==> src/rtl/tile_pkg.sv <==
// rtl/tile_pkg.sv - shared scancodes, lane type, game states and scancode-to-lane mapping
package tile_pkg;

  typedef logic [2:0] lane_t;
  localparam lane_t LANE_EMPTY = 3'd0;

  localparam logic [7:0] SC_A     = 8'h1C;
  localparam logic [7:0] SC_S     = 8'h1B;
  localparam logic [7:0] SC_D     = 8'h23;
  localparam logic [7:0] SC_F     = 8'h2B;
  localparam logic [7:0] SC_SPACE = 8'h29;
  localparam logic [7:0] SC_BREAK = 8'hF0;
  localparam logic [7:0] SC_EXT   = 8'hE0;

  typedef enum logic [1:0] {IDLE, PLAY, WIN, LOSE} game_state_t;

  // Lanes beyond the configured lane count behave like unmapped keys.
  function automatic lane_t scan_to_lane(input logic [7:0] code, input int lanes);
    lane_t l;
    case (code)
      SC_A:     l = 3'd1;
      SC_S:     l = 3'd2;
      SC_D:     l = 3'd3;
      SC_F:     l = 3'd4;
      SC_SPACE: l = 3'd5;
      default:  l = LANE_EMPTY;
    endcase
    if (int'(l) > lanes) l = LANE_EMPTY;
    return l;
  endfunction

endpackage

==> src/rtl/tile_judge_if.sv <==
// rtl/tile_judge_if.sv - PS/2 byte stream from the keyboard receiver
interface tile_judge_if;
  logic [7:0] received_data;
  logic       received_data_en;

  modport master (output received_data, output received_data_en);
  modport slave  (input  received_data, input  received_data_en);
endinterface

==> src/rtl/tile_judge_step_timer.sv <==
// rtl/tile_judge_step_timer.sv - step timer, one-cycle tick on terminal count, frozen when disabled
module step_timer #(
  parameter int STEP_TICKS = 16667
) (
  input  logic clk,
  input  logic reset,
  input  logic enable,
  output logic tick
);

  localparam int CW = (STEP_TICKS > 1) ? $clog2(STEP_TICKS) : 1;
  localparam logic [CW-1:0] LAST = CW'(STEP_TICKS - 1);

  logic [CW-1:0] count;

  assign tick = enable && (count == LAST);

  always_ff @(posedge clk) begin
    if (reset)       count <= '0;
    else if (enable) count <= (count == LAST) ? '0 : count + 1'b1;
  end

endmodule

==> src/rtl/tile_judge.sv <==
// rtl/tile_judge.sv - chart sequencer and key judge; TILE_JUDGE_COMBO_EN adds combo counter and bonus
module tile_judge
  import tile_pkg::*;
#(
  parameter int               LANES      = 4,
  parameter int               DEPTH      = 75,
  parameter logic [DEPTH*3-1:0] CHART    = '0,
  parameter int               STEP_TICKS = 16667,
  parameter int               LIVES      = 3,
  parameter int               SCORE_W    = 10
) (
  input  logic                     CLOCK_50,
  input  logic                     reset,
  input  logic                     start,
  tile_judge_if.slave              kbd,
  output lane_t                    expected,
  output logic [$clog2(DEPTH)-1:0] step_idx,
  output logic [SCORE_W-1:0]       score,
  output logic [3:0]               lives,
  output logic                     hit,
  output logic                     miss,
  output logic                     win,
  output logic                     lose,
  output logic                     playing
`ifdef TILE_JUDGE_COMBO_EN
  ,
  output logic [7:0]               combo
`endif
);

  localparam int SW = $clog2(DEPTH);
  localparam logic [SW-1:0] LAST_STEP = SW'(DEPTH - 1);

  game_state_t state, state_nxt;
  lane_t expected_nxt, key_lane;
  logic [SW-1:0] step_nxt;
  logic [SCORE_W-1:0] score_nxt;
  logic [SCORE_W:0] score_sum;
  logic [3:0] lives_nxt;
  logic hit_nxt, miss_nxt, brk, brk_nxt, open, open_nxt;
  logic tick, make, key_hit, key_miss, exp_miss;
  logic [1:0] inc;
`ifdef TILE_JUDGE_COMBO_EN
  logic [7:0] combo_nxt;
`endif

  function automatic lane_t chart_at(input logic [SW-1:0] idx);
    return CHART[(DEPTH - 1 - int'(idx))*3 +: 3];
  endfunction

  step_timer #(.STEP_TICKS(STEP_TICKS)) u_timer (
    .clk(CLOCK_50), .reset(reset), .enable(state == PLAY), .tick(tick)
  );

  assign playing = (state == PLAY);
  assign win     = (state == WIN);
  assign lose    = (state == LOSE);

  always_comb begin
    state_nxt    = state;
    expected_nxt = expected;
    step_nxt     = step_idx;
    score_nxt    = score;
    lives_nxt    = lives;
    open_nxt     = open;
    brk_nxt      = brk;
    hit_nxt      = 1'b0;
    miss_nxt     = 1'b0;
    key_hit      = 1'b0;
    key_miss     = 1'b0;
    exp_miss     = 1'b0;
    inc          = 2'd1;
`ifdef TILE_JUDGE_COMBO_EN
    combo_nxt    = combo;
    if (combo >= 8'd8) inc = 2'd2;
`endif
    score_sum = {1'b0, score} + (SCORE_W+1)'(inc);

    // The byte after a break prefix is the released key and is never judged.
    key_lane = scan_to_lane(kbd.received_data, LANES);
    make = kbd.received_data_en && !brk &&
           (kbd.received_data != SC_BREAK) && (kbd.received_data != SC_EXT);
    if (kbd.received_data_en && kbd.received_data != SC_EXT)
      brk_nxt = brk ? 1'b0 : (kbd.received_data == SC_BREAK);

    case (state)
      IDLE: begin
        if (start) begin
          state_nxt    = PLAY;
          step_nxt     = '0;
          expected_nxt = chart_at('0);
          open_nxt     = 1'b1;
        end
      end
      PLAY: begin
        key_hit  = make && open && (expected != LANE_EMPTY) && (key_lane == expected);
        key_miss = make && !key_hit;
        exp_miss = tick && open && (expected != LANE_EMPTY) && !key_hit;
        if (key_hit) begin
          hit_nxt   = 1'b1;
          open_nxt  = 1'b0;
          score_nxt = score_sum[SCORE_W] ? '1 : score_sum[SCORE_W-1:0];
`ifdef TILE_JUDGE_COMBO_EN
          if (combo != 8'hFF) combo_nxt = combo + 8'd1;
`endif
        end
        if (tick) begin
          if (step_idx == LAST_STEP) begin
            state_nxt = WIN;
          end else begin
            step_nxt     = step_idx + 1'b1;
            expected_nxt = chart_at(step_idx + 1'b1);
            open_nxt     = 1'b1;
          end
        end
        // Key miss and expiry miss in one cycle cost a single life; losing overrides winning.
        if (key_miss || exp_miss) begin
          miss_nxt  = 1'b1;
          lives_nxt = lives - 4'd1;
`ifdef TILE_JUDGE_COMBO_EN
          combo_nxt = 8'd0;
`endif
          if (lives == 4'd1) state_nxt = LOSE;
        end
      end
      default: ;
    endcase
  end

  always_ff @(posedge CLOCK_50) begin
    if (reset) begin
      state    <= IDLE;
      expected <= LANE_EMPTY;
      step_idx <= '0;
      score    <= '0;
      lives    <= 4'(LIVES);
      hit      <= 1'b0;
      miss     <= 1'b0;
      brk      <= 1'b0;
      open     <= 1'b0;
`ifdef TILE_JUDGE_COMBO_EN
      combo    <= 8'd0;
`endif
    end else begin
      state    <= state_nxt;
      expected <= expected_nxt;
      step_idx <= step_nxt;
      score    <= score_nxt;
      lives    <= lives_nxt;
      hit      <= hit_nxt;
      miss     <= miss_nxt;
      brk      <= brk_nxt;
      open     <= open_nxt;
`ifdef TILE_JUDGE_COMBO_EN
      combo    <= combo_nxt;
`endif
    end
  end

endmodule
==> src/flat_wrapper.sv <==
// flat-port wrapper written by rule: the top's interface ports become plain ports
module tile_judge_flat import tile_pkg::*;
#(
  parameter int               LANES      = 4,
  parameter int               DEPTH      = 75,
  parameter logic [DEPTH*3-1:0] CHART    = '0,
  parameter int               STEP_TICKS = 16667,
  parameter int               LIVES      = 3,
  parameter int               SCORE_W    = 10
)
  (CLOCK_50, reset, start, expected, step_idx, score, lives, hit, miss, win, lose, playing, kbd_received_data, kbd_received_data_en);
  tile_judge_if kbd_i ();
  input  logic CLOCK_50;
  input  logic reset;
  input  logic start;
  output lane_t expected;
  output logic [$clog2(DEPTH)-1:0] step_idx;
  output logic [SCORE_W-1:0] score;
  output logic [3:0] lives;
  output logic hit;
  output logic miss;
  output logic win;
  output logic lose;
  output logic playing;
  input wire logic [$bits(kbd_i.received_data)-1:0] kbd_received_data;
  input wire logic [$bits(kbd_i.received_data_en)-1:0] kbd_received_data_en;
  assign kbd_i.received_data = kbd_received_data;
  assign kbd_i.received_data_en = kbd_received_data_en;
  tile_judge #(.LANES(LANES), .DEPTH(DEPTH), .CHART(CHART), .STEP_TICKS(STEP_TICKS), .LIVES(LIVES), .SCORE_W(SCORE_W)) u_core (.CLOCK_50(CLOCK_50), .reset(reset), .start(start), .kbd(kbd_i), .expected(expected), .step_idx(step_idx), .score(score), .lives(lives), .hit(hit), .miss(miss), .win(win), .lose(lose), .playing(playing));
endmodule
==> config.mk <==
export PLATFORM = sky130hd
export DESIGN_NAME = tile_judge_flat
export DESIGN_NICKNAME = d
export VERILOG_FILES = /design/src/rtl/tile_pkg.sv /design/src/rtl/tile_judge_if.sv /design/src/rtl/tile_judge_step_timer.sv /design/src/rtl/tile_judge.sv /design/src/flat_wrapper.sv
export SDC_FILE = /design/constraint.sdc
export NUM_CORES = 1
export LEC_CHECK = 0
export ABC_AREA = 0
export CORE_MARGIN = 3
export CORE_UTILIZATION = 53
export DETAILED_ROUTE_END_ITERATION = 7
export HOLD_SLACK_MARGIN = 0.06
export PLACE_DENSITY = 0.83
export SETUP_SLACK_MARGIN = 0.5
export SYNTH_ARGS = -nofsm -noshare
export SYNTH_HDL_FRONTEND = slang
export SYNTH_HIERARCHICAL = 1
export SYNTH_SLANG_ARGS = --single-unit
export TNS_END_PERCENT = 5
==> constraint.sdc <==
create_clock -name CLOCK_50 -period 4.6 [get_ports CLOCK_50]
set_input_delay 0.92 -clock CLOCK_50 [delete_from_list [all_inputs] [get_ports CLOCK_50]]
set_output_delay 0.92 -clock CLOCK_50 [all_outputs]
set_load 0.01 [all_outputs]
Word-level counts from Yosys, hierarchy flattened:

Index checks and enable logic that the tools add are counted.

* output and inout port bits: 29
* bits of input ports: 12
* word-level logic and storage cells: 86
* register bits after elaboration: 45

* multiply operators: 1
* order comparisons: 1
* bitwise logic cells: 1
* shift operators: 1
* equality and inequality tests: 18
* reduce and logical (&&, ||, !) cells: 23
* $add $sub $neg: 5
* mux-type cells: 26

Operator list (number)
* indexed part select 225 x 32 -> 3 bit (first input constant): 1
* multiplier 32 x 3 -> 32 bit (second input constant): 1
* equality test 8 x 6 -> 1 bit (second input constant): 3
* 2-to-1 mux 7 bit: 3
* equality test 8 x 5 -> 1 bit (second input constant): 2
* inequality test 8 bit (second input constant): 2
* adder 15 x 1 -> 15 bit (second input constant): 1
* equality test 15 bit (second input constant): 1
* 2-to-1 mux 15 bit: 1
* case mux 3 bit (5 select lines): 1
* case mux 7 bit (2 select lines): 1
* logical AND 1 bit: 12
* 2-to-1 mux 3 bit: 4
* adder 10 x 1 -> 11 bit (second input constant): 1
* 2-to-1 mux 10 bit: 1
* 2-to-1 mux 2 bit: 5
* equality test 8 bit (second input constant): 1
* subtractor 7 x 7 -> 8 bit (first input constant): 1
* adder 7 x 1 -> 7 bit (second input constant): 1
* equality test 7 bit (second input constant): 1
* 2-to-1 mux 1 bit: 7
* case mux 3 bit (2 select lines): 1
* AND reduction 2 bit: 3
* equality test 2 bit (second input constant): 2
* other kinds (17): 19

Depth between registers and ports, before layout:

* word-level depth: 12
* gate-level depth with buffers: 10
* gate-level depth less buffers: 8

By module:

Netlist, hierarchy kept.

By module, submodules not included
* tile_judge: area an instance 1154.9 µm², sequential area each 520.5 µm², cells an instance 122, times used 1
* step_timer: area an instance 721.9 µm², sequential area each 300.3 µm², cells an instance 81, times used 1

Worst setup path before layout:

No wires, ideal clock.

* path kind: register -> register
* start: reg u_core.state[0]
* end: reg u_core.step_idx[4]
* required time: 4.530 ns
* arrival time: 2.556 ns
* path slack: 1.974 ns
* stages on the path, launching flop included: 11
* buffers on the path: 2
* setup time: 0.070 ns
* period minus slack after synthesis: 2.626 ns
* cells stage by stage: dfxtp_1 buf_6 inv_1 nor2_1 clkbuf_1 nand3_1 nor4_2 mux2i_1 a2111o_1 or3_1 a21oi_1

* longest elaborated chain between the ends: 4
* elaborated cells between the ends (all ways): 9
* classes of those cells: eq/ne (4); mux (1); reduce/logical (4)

Ends and longest elaborated chain
* start, declared: RTL line tile_judge.sv:34 `game_state_t state, state_nxt;`
* start signal, assigned: RTL line tile_judge.sv:145 `state <= state_nxt;`
* equality test 2 x 1 -> 1 bit
* named net playing: RTL line flat_wrapper.sv:24 `output logic playing;`
* logical AND 1 bit: RTL line tile_judge_step_timer.sv:16 `assign tick = enable && (count == LAST);`
* named net u_core.tick: RTL line tile_judge.sv:41 `logic tick, make, key_hit, key_miss, exp_miss;`
* inequality test 2 x 1 -> 1 bit (no line)
* AND reduction 4 bit (no line)
* end signal, assigned: RTL line tile_judge.sv:147 `step_idx <= step_nxt;`
* end, declared: RTL line tile_judge.sv:17 `output logic [$clog2(DEPTH)-1:0] step_idx,`

The timed path passes the listed nets, and every way through them passes these cells.
A chain may end at the register's enable or synchronous reset.

Worst setup path in the final report:

* start: reg u_core.state[0]
* end: out playing

* longest elaborated chain between the ends: 1

Ends and longest elaborated chain
* equality test 2 x 1 -> 1 bit: RTL line tile_judge.sv:55 `assign playing = (state == PLAY);`
* end, declared: RTL line flat_wrapper.sv:24

Every way passes these cells.

==> impl_metrics.tcl <==
set metrics [dict create \
    netlist_top_cells_area "dfxtp_1 (44%), nor2_1 (4.2%), xor2_1 (4.2%)" \
    cts_tree "yes" \
    p_leak_nw 0.8286 \
    grt_pass1_vias 1461 \
    areaGrowthSynthToFinish_pct 23.87 \
    cts_hold_repair.buffers 0 \
    max_clock_freq_mhz 315.8 \
    arrival_ns 2.25 \
    yosys_warnings 6 \
    mostFrequentLayoutCell "dfxtp_1" \
    synth-seq-cells 41 \
    drc_errors 0 \
    drt-initial-drc-count 66 \
    finalMaxSlewViolations 0 \
    dieArea_um2 4291 \
    layout_common_cells "dfxtp_1 (41), clkdlybuf4s50_1 (37), nor2_1 (21), nor2b_1 (10)" \
    core_um2 3203 \
    ys_seq_area_share_pct 43.73 \
    synth-edff-count 0 \
    path_class "register to primary output" \
    rsz0062_at_grt "false" \
    final.min_clock_period_ns 3.166 \
    numClockSinks 41 \
    hold_violations 0 \
    fin_setup_tns_ns 0 \
    dr.pass1.iters 4 \
    die_w_um 65.51 \
    ys.flop_type "dfxtp_1" \
    cts_buffers 5 \
    drv_cap 0 \
    skew_ns 0.004530 \
    viasPerCell 5.270 \
    slew_headroom_pct 51.80 \
    grt_max_degree 23 \
    cts-root-buf "clkbuf_4" \
    die_height_um 65.51 \
    netlist_instances 203 \
    htreeDepth 2 \
    irDropWorstVdd_v 0.0002008 \
    initial_core_util_pct 58.59 \
    cts-resized-gates 0 \
    port_buffers 37 \
    syn_area_per_cell_um2 9.245 \
    clk_latency_ns 0.33 \
    startpoint_type "register" \
    required_ns 3.68 \
    async_flop_share_pct 0 \
    status "finished, final reports clean" \
    min_path_type "register to register" \
    overflow 0 \
    n_antenna_cell 0 \
    ctsLongestPathBuffers 2 \
    end_kind "primary output" \
    whs_ns 0.4768 \
    synth_top_area_cell "dfxtp_1" \
    ys_types 52 \
    drt_wl_total_um 3617 \
    grt_pass1_wl_um 6555 \
    synth_top_area_share_pct 43.73 \
    worst_pin_slew_ns 0.7208 \
    postRouteAntennaNets 0 \
    vias 1502 \
    setup_violations 0 \
    post_cts.repair.setup_buffers 0 \
    grt_usage_pct 19.53 \
    cp_max_fo 12 \
    wl_per_cell_um 12.69 \
    fin_nets 258 \
    path_clk_slew_ns 0.11 \
    place_congestion 0.7786 \
    fin_crit_sh_pct 68.83 \
    rows 20 \
    dp_hpwl_um 2604 \
    powerDensity_nw_per_um2 275.4 \
    netlist_area_um2 1877 \
    antenna_found_initial 0 \
    ios 41 \
    drive_above_1_share_pct 6.224 \
]
## path summary, 6_finish.rpt
check             slack, ns  cells after the start                          from                              end
hold reg to reg        0.48                      1  u_core/score[8]$_SDFFE_PP0P_     u_core/score[8]$_SDFFE_PP0P_
setup / recovery       1.43                      3  u_core/state[0]$_SDFFE_PP0P_                          playing
hold / removal         0.48                      1  u_core/score[8]$_SDFFE_PP0P_     u_core/score[8]$_SDFFE_PP0P_
setup reg to reg       1.55                      8  u_core/state[0]$_SDFFE_PP0P_  u_core/step_idx[4]$_SDFFE_PP0P_
## metal layers
metal	GRT usage, %	share of wire [%]
met1	25.78	48
met2	30.09	45
met3	5.983	5.9
met4	6.995	1.1
met5	0	0
## critical path, stage by stage (launching register included)
cell	delay, ns
dfxtp_1	0.54
inv_1	0.15
nor2_1	0.55
clkdlybuf4s50_1	0.68
## cell families after synthesis
group,share of synthesized area [%]
flops,43.73
other cells,0.1998
xor+xnor,7.000
compound gates,11.47
fa+ha+maj,4.000
mux,0.5334
buf+inv,5.067
simple gates,28.00
## area by class of cell
| type | instances | area [um^2] |
|---|---|---|
| Clock buffer | 6 | 41.29 |
| Clock inverter | 2 | 38.79 |
| Fill cell | 277 | 878.3 |
| Inverter | 7 | 26.28 |
| Multi-Input combinational cell | 148 | 972.2 |
| Sequential cell | 41 | 820.8 |
| Tap cell | 44 | 55.05 |
| Timing Repair Buffer | 37 | 370.4 |
## cell usage after synthesis (4+ instances only)
library cell  number
ha_1               6
nand4_1            8
dfxtp_1           41
inv_1              7
xnor2_1            6
nor2_1            21
a21oi_1            9
o21ai_0            6
nor2b_1           10
xor2_1             9
buf_4              4
or3_1              8
nand3_1            9
nand2_1            7
## metrics by stage
stage | power (mW) | utilization, % | cells | setup WS (ns) | area, um^2
floorplan | 0.4063 | - | 206 | 1.974 | 1888
global placement | 0.4226 | 70.08 | 277 | 1.680 | 2245
detailed placement | 0.4230 | 70.08 | 277 | 1.624 | 2245
CTS | 0.6474 | 72.58 | 285 | 1.431 | 2325
global route | 0.6691 | 72.58 | 285 | 1.160 | 2325
finish | 0.6401 | 72.58 | 285 | 1.434 | 2325
## sequential cells by signal, indices dropped and copies added, names as in the netlist
register,cells
u_core/lives,4
u_core/score,10
u_core/state,2
u_core/step_idx,7
u_core/brk,1
u_core/hit,1
u_core/u_timer/count,15
u_core/miss,1
## power by group
part	switching (mW)	total [mW]	internal, mW
clock	0.109	0.225	0.116
combinational	0.0240	0.0485	0.0245
sequential	0.00648	0.367	0.360
total	0.140	0.640	0.500
Power figures use the tool's default switching activity.
